[config.mk]
export PLATFORM = sky130hd
export DESIGN_NAME = dmem_lsu_flat
export DESIGN_NICKNAME = d
export VERILOG_FILES = /design/src/rtl/lib_pkg.sv /design/src/rtl/dmem_lsu_if.sv /design/src/rtl/load_ext.sv /design/src/rtl/dmem_lsu.sv /design/src/flat_wrapper.sv
export SDC_FILE = /design/constraint.sdc
export NUM_CORES = 1
export LEC_CHECK = 0
export CAP_MARGIN = 25
export CORE_UTILIZATION = 30
export CTS_CLUSTER_DIAMETER = 150
export DETAILED_ROUTE_END_ITERATION = 10
export SKIP_LAST_GASP = 1
export SYNTH_ARGS = -nofsm -noshare
export SYNTH_HDL_FRONTEND = slang
export SYNTH_SLANG_ARGS = --single-unit
[constraint.sdc]
create_clock -name clk -period 3.83 [get_ports clk]
set_input_delay 0.9575 -clock clk [delete_from_list [all_inputs] [get_ports clk]]
set_output_delay 0.9575 -clock clk [all_outputs]
set_load 0.05 [all_outputs]
[src/rtl/lib_pkg.sv]
// Shared LSU types: FSM state encoding, load funct3 codes and access-size decode.
package lib_pkg;

  typedef enum logic [1:0] {
    IDLE = 2'd0,
    BUSY = 2'd1,
    DONE = 2'd2
  } lsu_state_t;

  typedef enum logic [1:0] {
    SZ_B = 2'd0,
    SZ_H = 2'd1,
    SZ_W = 2'd2
  } acc_size_t;

  localparam logic [2:0] F3_LB  = 3'b000;
  localparam logic [2:0] F3_LH  = 3'b001;
  localparam logic [2:0] F3_LW  = 3'b010;
  localparam logic [2:0] F3_LBU = 3'b100;
  localparam logic [2:0] F3_LHU = 3'b101;

  // A nonzero store mask wins over the load type when both are present.
  function automatic acc_size_t size_of(input logic [3:0] wr_en, input logic [2:0] funct3);
    if (wr_en != 4'b0000)
      return (wr_en == 4'b1111) ? SZ_W : (wr_en == 4'b0011) ? SZ_H : SZ_B;
    return funct3[1] ? SZ_W : funct3[0] ? SZ_H : SZ_B;
  endfunction

endpackage

[src/rtl/dmem_lsu_if.sv]
// Word-oriented data memory port between the LSU (master) and the memory (slave).
// Handshake: master raises mem_req with mem_addr/mem_be/mem_we/mem_wdata and holds them
// stable until the slave returns mem_ack for one cycle; mem_rdata is valid in that ack cycle.
interface dmem_lsu_if #(
  parameter int WIDTH = 32,
  parameter int DADDR = 10
);
  logic             mem_req;
  logic             mem_we;
  logic [DADDR-3:0] mem_addr;
  logic [3:0]       mem_be;
  logic [WIDTH-1:0] mem_wdata;
  logic [WIDTH-1:0] mem_rdata;
  logic             mem_ack;

  modport master (
    output mem_req, mem_we, mem_addr, mem_be, mem_wdata,
    input  mem_rdata, mem_ack
  );

  modport slave (
    input  mem_req, mem_we, mem_addr, mem_be, mem_wdata,
    output mem_rdata, mem_ack
  );
endinterface

[src/rtl/load_ext.sv]
// Picks the byte/halfword at the lane offset out of a read word and sign/zero extends it.
module load_ext
  import lib_pkg::*;
#(
  parameter int WIDTH = 32
) (
  input  logic [WIDTH-1:0] word,
  input  logic [1:0]       off,
  input  logic [2:0]       funct3,
  output logic [WIDTH-1:0] ext
);

  logic [7:0]  b;
  logic [15:0] h;

  assign b = 8'(word >> {off, 3'b000});
  assign h = 16'(word >> {off, 3'b000});

  always_comb begin
    ext = word;
    case (funct3)
      F3_LB:   ext = {{(WIDTH-8){b[7]}}, b};
      F3_LH:   ext = {{(WIDTH-16){h[15]}}, h};
      F3_LBU:  ext = {{(WIDTH-8){1'b0}}, b};
      F3_LHU:  ext = {{(WIDTH-16){1'b0}}, h};
      default: ext = word;
    endcase
  end

endmodule

[src/rtl/dmem_lsu.sv]
// Load/store unit: one outstanding access, IDLE -> BUSY -> DONE, stalls the pipeline meanwhile.
// Optional LSU_MISALIGN_TRAP_EN: flag misaligned halfword/word accesses instead of aligning them.
module dmem_lsu
  import lib_pkg::*;
#(
  parameter int WIDTH = 32,
  parameter int DADDR = 10
) (
  input  logic             clk,
  input  logic             reset_n,
  input  logic [DADDR-1:0] addr,
  input  logic [WIDTH-1:0] wdata,
  input  logic [3:0]       wr_en,
  input  logic             ld_req,
  input  logic [2:0]       funct3,
  output logic [WIDTH-1:0] rdata,
  output logic             stall,
  output logic             misalign,
  dmem_lsu_if.master       mem,
  output lsu_state_t       dbg_state
);

  lsu_state_t       state, state_nx;
  acc_size_t        size;
  logic             is_store, req, trap, accept;
  logic [1:0]       off;
  logic [3:0]       lane_be;
  logic [WIDTH-1:0] lane_data, ext;

  logic [DADDR-3:0] waddr_q;
  logic [1:0]       off_q;
  logic [2:0]       f3_q;
  logic [3:0]       be_q;
  logic [WIDTH-1:0] wdata_q, rdata_q;
  logic             we_q;

  assign is_store = |wr_en;
  assign req      = is_store | ld_req;
  assign size     = size_of(wr_en, funct3);

`ifdef LSU_MISALIGN_TRAP_EN
  assign off  = addr[1:0];
  assign trap = reset_n && (state == IDLE) && req &&
                (((size == SZ_H) && addr[0]) || ((size == SZ_W) && (addr[1:0] != 2'b00)));
`else
  // Misaligned halfword/word accesses silently drop the offending low address bits.
  assign off  = (size == SZ_W) ? 2'b00 : (size == SZ_H) ? {addr[1], 1'b0} : addr[1:0];
  assign trap = 1'b0;
`endif

  // reset_n gates the combinational outputs so everything reads 0 while reset is held.
  assign accept    = reset_n && (state == IDLE) && req && !trap;
  assign lane_be   = is_store ? (wr_en << off) : 4'b1111;
  assign lane_data = is_store ? (wdata << {off, 3'b000}) : '0;

  always_ff @(posedge clk or negedge reset_n) begin
    if (!reset_n) state <= IDLE;
    else          state <= state_nx;
  end

  always_comb begin
    state_nx = state;
    case (state)
      IDLE:    if (accept) state_nx = BUSY;
      BUSY:    if (mem.mem_ack) state_nx = DONE;
      DONE:    state_nx = IDLE;
      default: state_nx = IDLE;
    endcase
  end

  always_ff @(posedge clk or negedge reset_n) begin
    if (!reset_n) begin
      waddr_q <= '0;
      off_q   <= '0;
      f3_q    <= '0;
      be_q    <= '0;
      wdata_q <= '0;
      we_q    <= 1'b0;
      rdata_q <= '0;
    end else begin
      if (accept) begin
        waddr_q <= addr[DADDR-1:2];
        off_q   <= off;
        f3_q    <= funct3;
        be_q    <= lane_be;
        wdata_q <= lane_data;
        we_q    <= is_store;
      end
      if ((state == BUSY) && mem.mem_ack) rdata_q <= mem.mem_rdata;
    end
  end

  load_ext #(.WIDTH(WIDTH)) u_load_ext (
    .word   (rdata_q),
    .off    (off_q),
    .funct3 (f3_q),
    .ext    (ext)
  );

  assign mem.mem_req   = (state == BUSY);
  assign mem.mem_we    = (state == BUSY) && we_q;
  assign mem.mem_addr  = (state == BUSY) ? waddr_q : '0;
  assign mem.mem_be    = (state == BUSY) ? be_q : 4'b0000;
  assign mem.mem_wdata = (state == BUSY) ? wdata_q : '0;

  assign stall     = accept || (state == BUSY);
  assign misalign  = trap;
  assign rdata     = ((state == DONE) && !we_q) ? ext : '0;
  assign dbg_state = state;

endmodule

[src/flat_wrapper.sv]
// flat-port wrapper written by rule: the top's interface ports become plain ports
module dmem_lsu_flat import lib_pkg::*;
#(
  parameter int WIDTH = 32,
  parameter int DADDR = 10
)
  (clk, reset_n, addr, wdata, wr_en, ld_req, funct3, rdata, stall, misalign, dbg_state, mem_mem_req, mem_mem_we, mem_mem_addr, mem_mem_be, mem_mem_wdata, mem_mem_rdata, mem_mem_ack);
  dmem_lsu_if #(.WIDTH(WIDTH), .DADDR(DADDR)) mem_i ();
  input  logic clk;
  input  logic reset_n;
  input  logic [DADDR-1:0] addr;
  input  logic [WIDTH-1:0] wdata;
  input  logic [3:0] wr_en;
  input  logic ld_req;
  input  logic [2:0] funct3;
  output logic [WIDTH-1:0] rdata;
  output logic stall;
  output logic misalign;
  output lsu_state_t dbg_state;
  output wire logic [$bits(mem_i.mem_req)-1:0] mem_mem_req;
  output wire logic [$bits(mem_i.mem_we)-1:0] mem_mem_we;
  output wire logic [$bits(mem_i.mem_addr)-1:0] mem_mem_addr;
  output wire logic [$bits(mem_i.mem_be)-1:0] mem_mem_be;
  output wire logic [$bits(mem_i.mem_wdata)-1:0] mem_mem_wdata;
  input wire logic [$bits(mem_i.mem_rdata)-1:0] mem_mem_rdata;
  input wire logic [$bits(mem_i.mem_ack)-1:0] mem_mem_ack;
  assign mem_mem_req = mem_i.mem_req;
  assign mem_mem_we = mem_i.mem_we;
  assign mem_mem_addr = mem_i.mem_addr;
  assign mem_mem_be = mem_i.mem_be;
  assign mem_mem_wdata = mem_i.mem_wdata;
  assign mem_i.mem_rdata = mem_mem_rdata;
  assign mem_i.mem_ack = mem_mem_ack;
  dmem_lsu #(.WIDTH(WIDTH), .DADDR(DADDR)) u_core (.clk(clk), .reset_n(reset_n), .addr(addr), .wdata(wdata), .wr_en(wr_en), .ld_req(ld_req), .funct3(funct3), .rdata(rdata), .stall(stall), .misalign(misalign), .mem(mem_i), .dbg_state(dbg_state));
endmodule
### Word-level counts from Yosys, hierarchy flattened

Cells that the tools add are included.
W data, S select, Z words.

* bits in registers: 84
* input bits: 85
* output and inout port bits: 82
* logic and storage cells: 54

* eq/ne operators: 11
* shift operators: 3
* multiplexer cells: 19
* bitwise logic cells: 1
* reductions and logical operators: 12

Operators by type and width (number)
* $pmux W32 S4: 1
* $mux W32: 3
* $shl A32 B5 Y32: 1
* $shr A32 B5 Y16: 1
* $mux W2: 7
* $mux W4: 2
* $mux W8: 1
* $eq A3 B3 Y1 const B: 2
* $logic_and A1 B1 Y1: 5
* $eq A2 B1 Y1 const B: 2
* $eq A2 B2 Y1 const B: 2
* $eq A4 B2 Y1 const B: 1
* $eq A4 B4 Y1 const B: 1
* $mux W1: 4
* $ne A2 B1 Y1 const B: 2
* $pmux W2 S2: 1
* $reduce_bool A4 Y1: 1
* $reduce_or A4 Y1: 1
* $shl A4 B2 Y4: 1
* $eq A3 B1 Y1 const B: 1
* $logic_not A3 Y1: 1
* $logic_not A2 Y1: 1
* $reduce_and A2 Y1: 1
* $logic_not A1 Y1: 1
* 2 further kinds: 2

### Depth between registers and ports, before layout

* word-level depth: 10
* depth in mapped cells: 8

### Cells and area by module

Synthesis repeated with hierarchy kept, for this count alone.

* cell total of the unflattened synthesis: 584
* area total of the unflattened synthesis: 5168.7 um^2

By module, submodules not included
* dmem_lsu: instances 1, cells each 478, area each 4476.8 um^2, sequential area each 2102.0 um^2
* load_ext: instances 1, cells each 106, area each 691.9 um^2, sequential area each 0.0 um^2

### Worst setup path before layout

Ideal clock, no wire load.

* path type: input to output
* start: input wr_en[1]
* end: output stall
* arrival: 2621 ps
* path slack: 251 ps
* stages: 7
* path buffers: 4
* cells stage by stage: buf_2 > or4_1 > buf_2 > o21ai_1 > buf_2 > buf_2 > nand2_1

* word-level cells in the longest chain between the ends: 4

Ends and longest elaborated chain
* start: declaration: line flat_wrapper.sv:13 `input logic [3:0] wr_en;`
* $reduce_or A4 Y1: line dmem_lsu.sv:37 `assign is_store = |wr_en;`
* $or A1 B1 Y1: line dmem_lsu.sv:38 `assign req = is_store | ld_req;`
* $logic_and A1 B1 Y1: line dmem_lsu.sv:52 `assign accept = reset_n && (state == IDLE) && req && !trap;`
* $logic_or A1 B1 Y1: line dmem_lsu.sv:106 `assign stall = accept || (state == BUSY);`
* end: declaration: line flat_wrapper.sv:17 `output logic stall;`

No other way between the ends.

### Worst setup path in the final report

* start: register u_core.off_q[1]
* end: output rdata[30]

* word-level cells in the longest chain between the ends: 3

Ends and longest elaborated chain
* start: declaration: line dmem_lsu.sv:31 `logic [1:0] off_q;`
* start signal: assignment: line dmem_lsu.sv:74 `off_q <= '0;`
* start signal: assignment: line dmem_lsu.sv:83 `off_q <= off;`
* $shr A32 B5 Y16: line load_ext.sv:16 `assign b = 8'(word >> {off, 3'b000});`
* $pmux W32 S4: line load_ext.sv:21 `case (funct3)`
* $mux W32: line dmem_lsu.sv:108 `assign rdata = ((state == DONE) && !we_q) ? ext : '0;`
* end: declaration: line flat_wrapper.sv:16 `output logic [WIDTH-1:0] rdata;`

No other way between the ends.

==> results.md <==
Status:
- The run finished with clean final reports.

Setup path:
- The type of the setup path with the least slack is reg2out.
- Tracing the worst setup path back leads to its startpoint at u_core.off_q[1]$_DFFE_PN0P_.
- For this run, the slowest stage of the critical path takes 930 ps.
- The critical path required time is between 2000 and 3000 ps.
- In this run the register-to-register setup slack is between 1000 and 1500 ps.
- The worst setup path is captured at an output pin.
- The depth of the worst register-to-register path is 5.
- Of all nets on the critical path, the largest fanout is 16.
- Walking the worst path, the cells encountered are mux4_2 > nand2b_1 > a2111oi_4 > a21o_1 > buf_12.
- The launch instance of the worst register-to-register path is u_core.dbg_state[1]$_DFFE_PN0P_.
- In this run the critical register-to-register path is captured at u_core.wdata_q[4]$_DFFE_PN0P_.
- At the worst endpoint, the arrival time is around 2800 ps.
- The type of element launching the critical path is a flip-flop.
- Following the worst setup path forward leads to its endpoint at rdata[30].
- For this design, the slowest cell found on the critical path is sky130_fd_sc_hd__a2111oi_4.

Synth:
- The post-synth net total is a little under 600.
- The share of synthesized registers carrying an async set or reset is between 90% and 100%.
- The synthesized area per cell is just under 10 um2.
- The number of synthesized register bits is 84.
- After technology mapping, the gate count stands at slightly below 500.
- The most used flip-flop cell after synthesis is sky130_fd_sc_hd__dfrtp_1.
- Synthesis instantiated 48 different standard cells from the library.
- The sequential share of the synthesized area is 44.1%.
- The warning count from the yosys run is 0.
- Summing every instance area after synthesis gives 0.00476 mm2.
- The synthesized design contains 0 enable-type register cells.

Timing:
- The final number of max-transition violations is 0.
- For the pin with the worst max-slew slack, the measured transition is between 900 and 1000 ps.
- For the final database, setup skew stands at ~5.1 ps.
- The remaining max-slew budget at the tightest pin is 33.7%.
- Setup repair after global routing left no endpoint under its margin.
- For the final routed database, the setup TNS stands at 0 ps.
- The fmax is about 0.27 GHz.
- The final-report hold violation count is 0.
- The shortest period the worst path allows is about 3700 ps.
- The number of endpoints failing setup at the final stage is 0.
- Dividing the final minimum period by the clock period gives a little over nine tenths.

Drt:
- The average detailed-routed wire length per instance is about 17 um.
- The routed design has roughly 15 mm of wire.
- The remaining number of nets flagged by the antenna check after routing is 0.
- For this run, design rule violations remaining after detail routing come to 0.
- The met3 wire length is about 990 um.
- The number of vias after detailed routing is about 4400.
- The detailed-route vias per instance is 5.11.
- The met2 routed wirelength is about 7.0 mm.
- After the first detailed-routing iteration, the DRC count stood at roughly 400.
- The sum of routed wire segments on met1 is between 6 and 7 mm.
- The highest metal layer carrying signal wires in the routed design is met4.
- The first detailed-routing pass ran for 8 iterations.

Floorplanning:
- The die is about 130 um wide.
- The floorplan step defined a die boundary enclosing about 0.016 mm2.
- The vertical die dimension is roughly 130 um.
- The number of cell rows is between 40 and 50.
- The core area is between 0.015 and 0.02 mm2.
- The I/O pin count is around 170.
- The initial core utilization is between 30% and 40%.

Placement:
- The area of placed instances is between 0.006 and 0.007 mm2.
- Routability-driven placement finished with a final weighted congestion of around 0.88.
- The number of port buffers is 165.
- The post-DP HPWL is around 11 mm.

GRT:
- The pin count of the biggest net entering global routing is 56.
- The via count of the first global-routing pass came to roughly 4400.
- For this run the aggregate overflow at the end of global routing stands at 0.
- The combined global-route utilization of all metal layers is 18.6%.
- The first global-routing pass estimated between 20 and 25 mm of wire.
- The initial antenna violation count is 0.

Layout:
- In the layout the commonest cells are sky130_fd_sc_hd__clkdlybuf4s50_1 (139), sky130_fd_sc_hd__dfrtp_1 (84), sky130_fd_sc_hd__nand2_1 (76), sky130_fd_sc_hd__and2_1 (46), sky130_fd_sc_hd__o21ai_0 (34).
- The share of layout cells above drive strength 1 is 14.7%.
- The post-route standard cell area excluding fillers is 0.00713 mm2.
- The number of nets in the layout is about 740.
- The number of antenna cells inserted is 0.
- Relative to the synthesized area, the layout overhead comes to 49.6%.
- The library cell used most frequently in the layout, excluding fill and tap cells, is sky130_fd_sc_hd__clkdlybuf4s50_1.

Power and ir drop:
- VDD sags by at most between 0.0002 and 0.0003 V.
- The leakage power is 3.11 nW.
- The post-layout total power is 4.61 mW.
- For this design the ratio of total power to cell area is around 650 mW/mm2.

Clocking:
- The clock tree root buffer cell is sky130_fd_sc_hd__clkbuf_16.
- The clock slew at the register clock pins of the worst setup and hold paths is around 60 ps.
- The maximum number of buffers from clock root to sink is 2.
- The number of clock buffers inserted by TritonCTS is 9.
- Gates resized during post-CTS repair numbered 0.
- Post-CTS timing repair inserted 0 buffers for setup.
- The hold-fix buffer count after cts is 0.
- The clock tree synthesis step divided the H-tree into 3 levels.
- The source-to-sink clock delay at the later pin of the worst-skew pair is between 300 and 400 ps.
- The clock tree from TritonCTS is done.
- The number of clock sinks seen by CTS is 84.

Job:
- The number of violations of the max-capacitance limit is 0.

Hold path:
- The class of the tightest hold or removal check is reg2reg.
final cells by class:
class	instances	area [um2]
flip-flops and latches	84	2100
clock inverters	4	97.6
repair buffers	179	1900
fillers	1450	8250
multi-input cells	370	2490
clock buffers	11	243
well taps	211	264
inverters	7	26.3
critical path, delay by kind of cell (launching register included):
family                 cells  cell delay (ps)
muxes                      1              440
and+or+nand+nor            1              100
DFF                        1              570
AOI/OAI and AO/OA          2             1140
buffers and inverters      1              150
flip-flops by register name, summed over array words and instances (netlist names):
signal / flops
u_core.we_q: 1
u_core.waddr_q: 8
u_core.wdata_q: 32
u_core.be_q: 4
u_core.off_q: 2
u_core.dbg_state: 2
u_core.f3_q: 3
u_core.rdata_q: 32
where the power goes:
group	switching [mW]	leakage [nW]	total, mW	internal, mW
Clock	0.351	0.162	1.00	0.652
Combinational	1.16	1.92	2.01	0.842
Sequential	0.330	1.03	1.60	1.27
Total	1.84	3.11	4.61	2.76
metal layers:
metal  vias to the layer above  global-route usage (%)
li1                       2087                       -
met1                      2087                    25.0
met2                       227                    29.6
met3                        23                    3.17
met4                         0                    7.61
met5                         -                       0
how the worst min path moves through the flow:
stage                                        start                              to  slack [ps]  depth (start not counted)
global placement     u_core.waddr_q[7]$_DFFE_PN0P_   u_core.waddr_q[7]$_DFFE_PN0P_         450                          2
global route        u_core.wdata_q[19]$_DFFE_PN0P_  u_core.wdata_q[19]$_DFFE_PN0P_         490                          2
finish               u_core.waddr_q[3]$_DFFE_PN0P_   u_core.waddr_q[3]$_DFFE_PN0P_         470                          2
CTS                  u_core.waddr_q[1]$_DFFE_PN0P_   u_core.waddr_q[1]$_DFFE_PN0P_         470                          2
detailed placement  u_core.wdata_q[19]$_DFFE_PN0P_  u_core.wdata_q[19]$_DFFE_PN0P_         450                          2
floorplan           u_core.wdata_q[16]$_DFFE_PN0P_  u_core.wdata_q[16]$_DFFE_PN0P_         430                          2
synthesized netlist by cell type, types with 2 or more instances:
cell type                   n  area, um2
sky130_fd_sc_hd__mux2_2    32        360
sky130_fd_sc_hd__a31oi_1    2       12.5
sky130_fd_sc_hd__nand2b_1   4       25.0
sky130_fd_sc_hd__a21oi_1   21        105
sky130_fd_sc_hd__a22o_1    16        140
sky130_fd_sc_hd__o41ai_1    8       70.1
sky130_fd_sc_hd__nor3_1    16       80.1
sky130_fd_sc_hd__a211o_1    8       70.1
sky130_fd_sc_hd__buf_2      9       45.0
sky130_fd_sc_hd__o21ai_1   11       55.1
sky130_fd_sc_hd__and2_1    46        288
sky130_fd_sc_hd__o22a_1     2       17.5
sky130_fd_sc_hd__nor2_1     9       33.8
sky130_fd_sc_hd__buf_1      5       18.8
sky130_fd_sc_hd__nor3b_2    2       25.0
sky130_fd_sc_hd__a22oi_1    7       52.6
sky130_fd_sc_hd__nand3b_1   9       67.6
sky130_fd_sc_hd__a32o_1     8       80.1
sky130_fd_sc_hd__nand2_1   76        285
sky130_fd_sc_hd__nor2b_1    2       12.5
sky130_fd_sc_hd__nor4_2     3       37.5
sky130_fd_sc_hd__a21o_1    16        120
sky130_fd_sc_hd__inv_1      6       22.5
sky130_fd_sc_hd__clkbuf_1  18       67.6
sky130_fd_sc_hd__o21a_1     2       15.0
sky130_fd_sc_hd__mux2i_1   19        190
sky130_fd_sc_hd__buf_4      2       15.0
sky130_fd_sc_hd__dfrtp_1   84       2100
sky130_fd_sc_hd__o21ai_0   34        170
logic make-up (layout without fill, tap and decap cells):
kind of cell,after synthesis,after routing,share of synthesized area [%]
other,1,1,0.0787
multiplexers,52,52,12.0
flip-flops,84,84,44.1
AND/OR/NAND/NOR,175,175,19.2
XOR/XNOR,1,1,0.184
buffers and inverters,42,201,3.86
AO/OA/AOI/OAI,141,141,20.5
stage by stage:
step | util, % | instances | hold slack, ps | setup slack [ps]
after global routing | 46.4 | 866 | 494 | 8.96
after detailed placement | 44.1 | 851 | 453 | 337
after global placement | 44.1 | 851 | 453 | 369
after CTS | 46.4 | 866 | 470 | 109
after floorplan | - | 496 | 435 | 251
final | 46.4 | 866 | 470 | 118
Note: power is estimated with default switching activity, not from simulation.
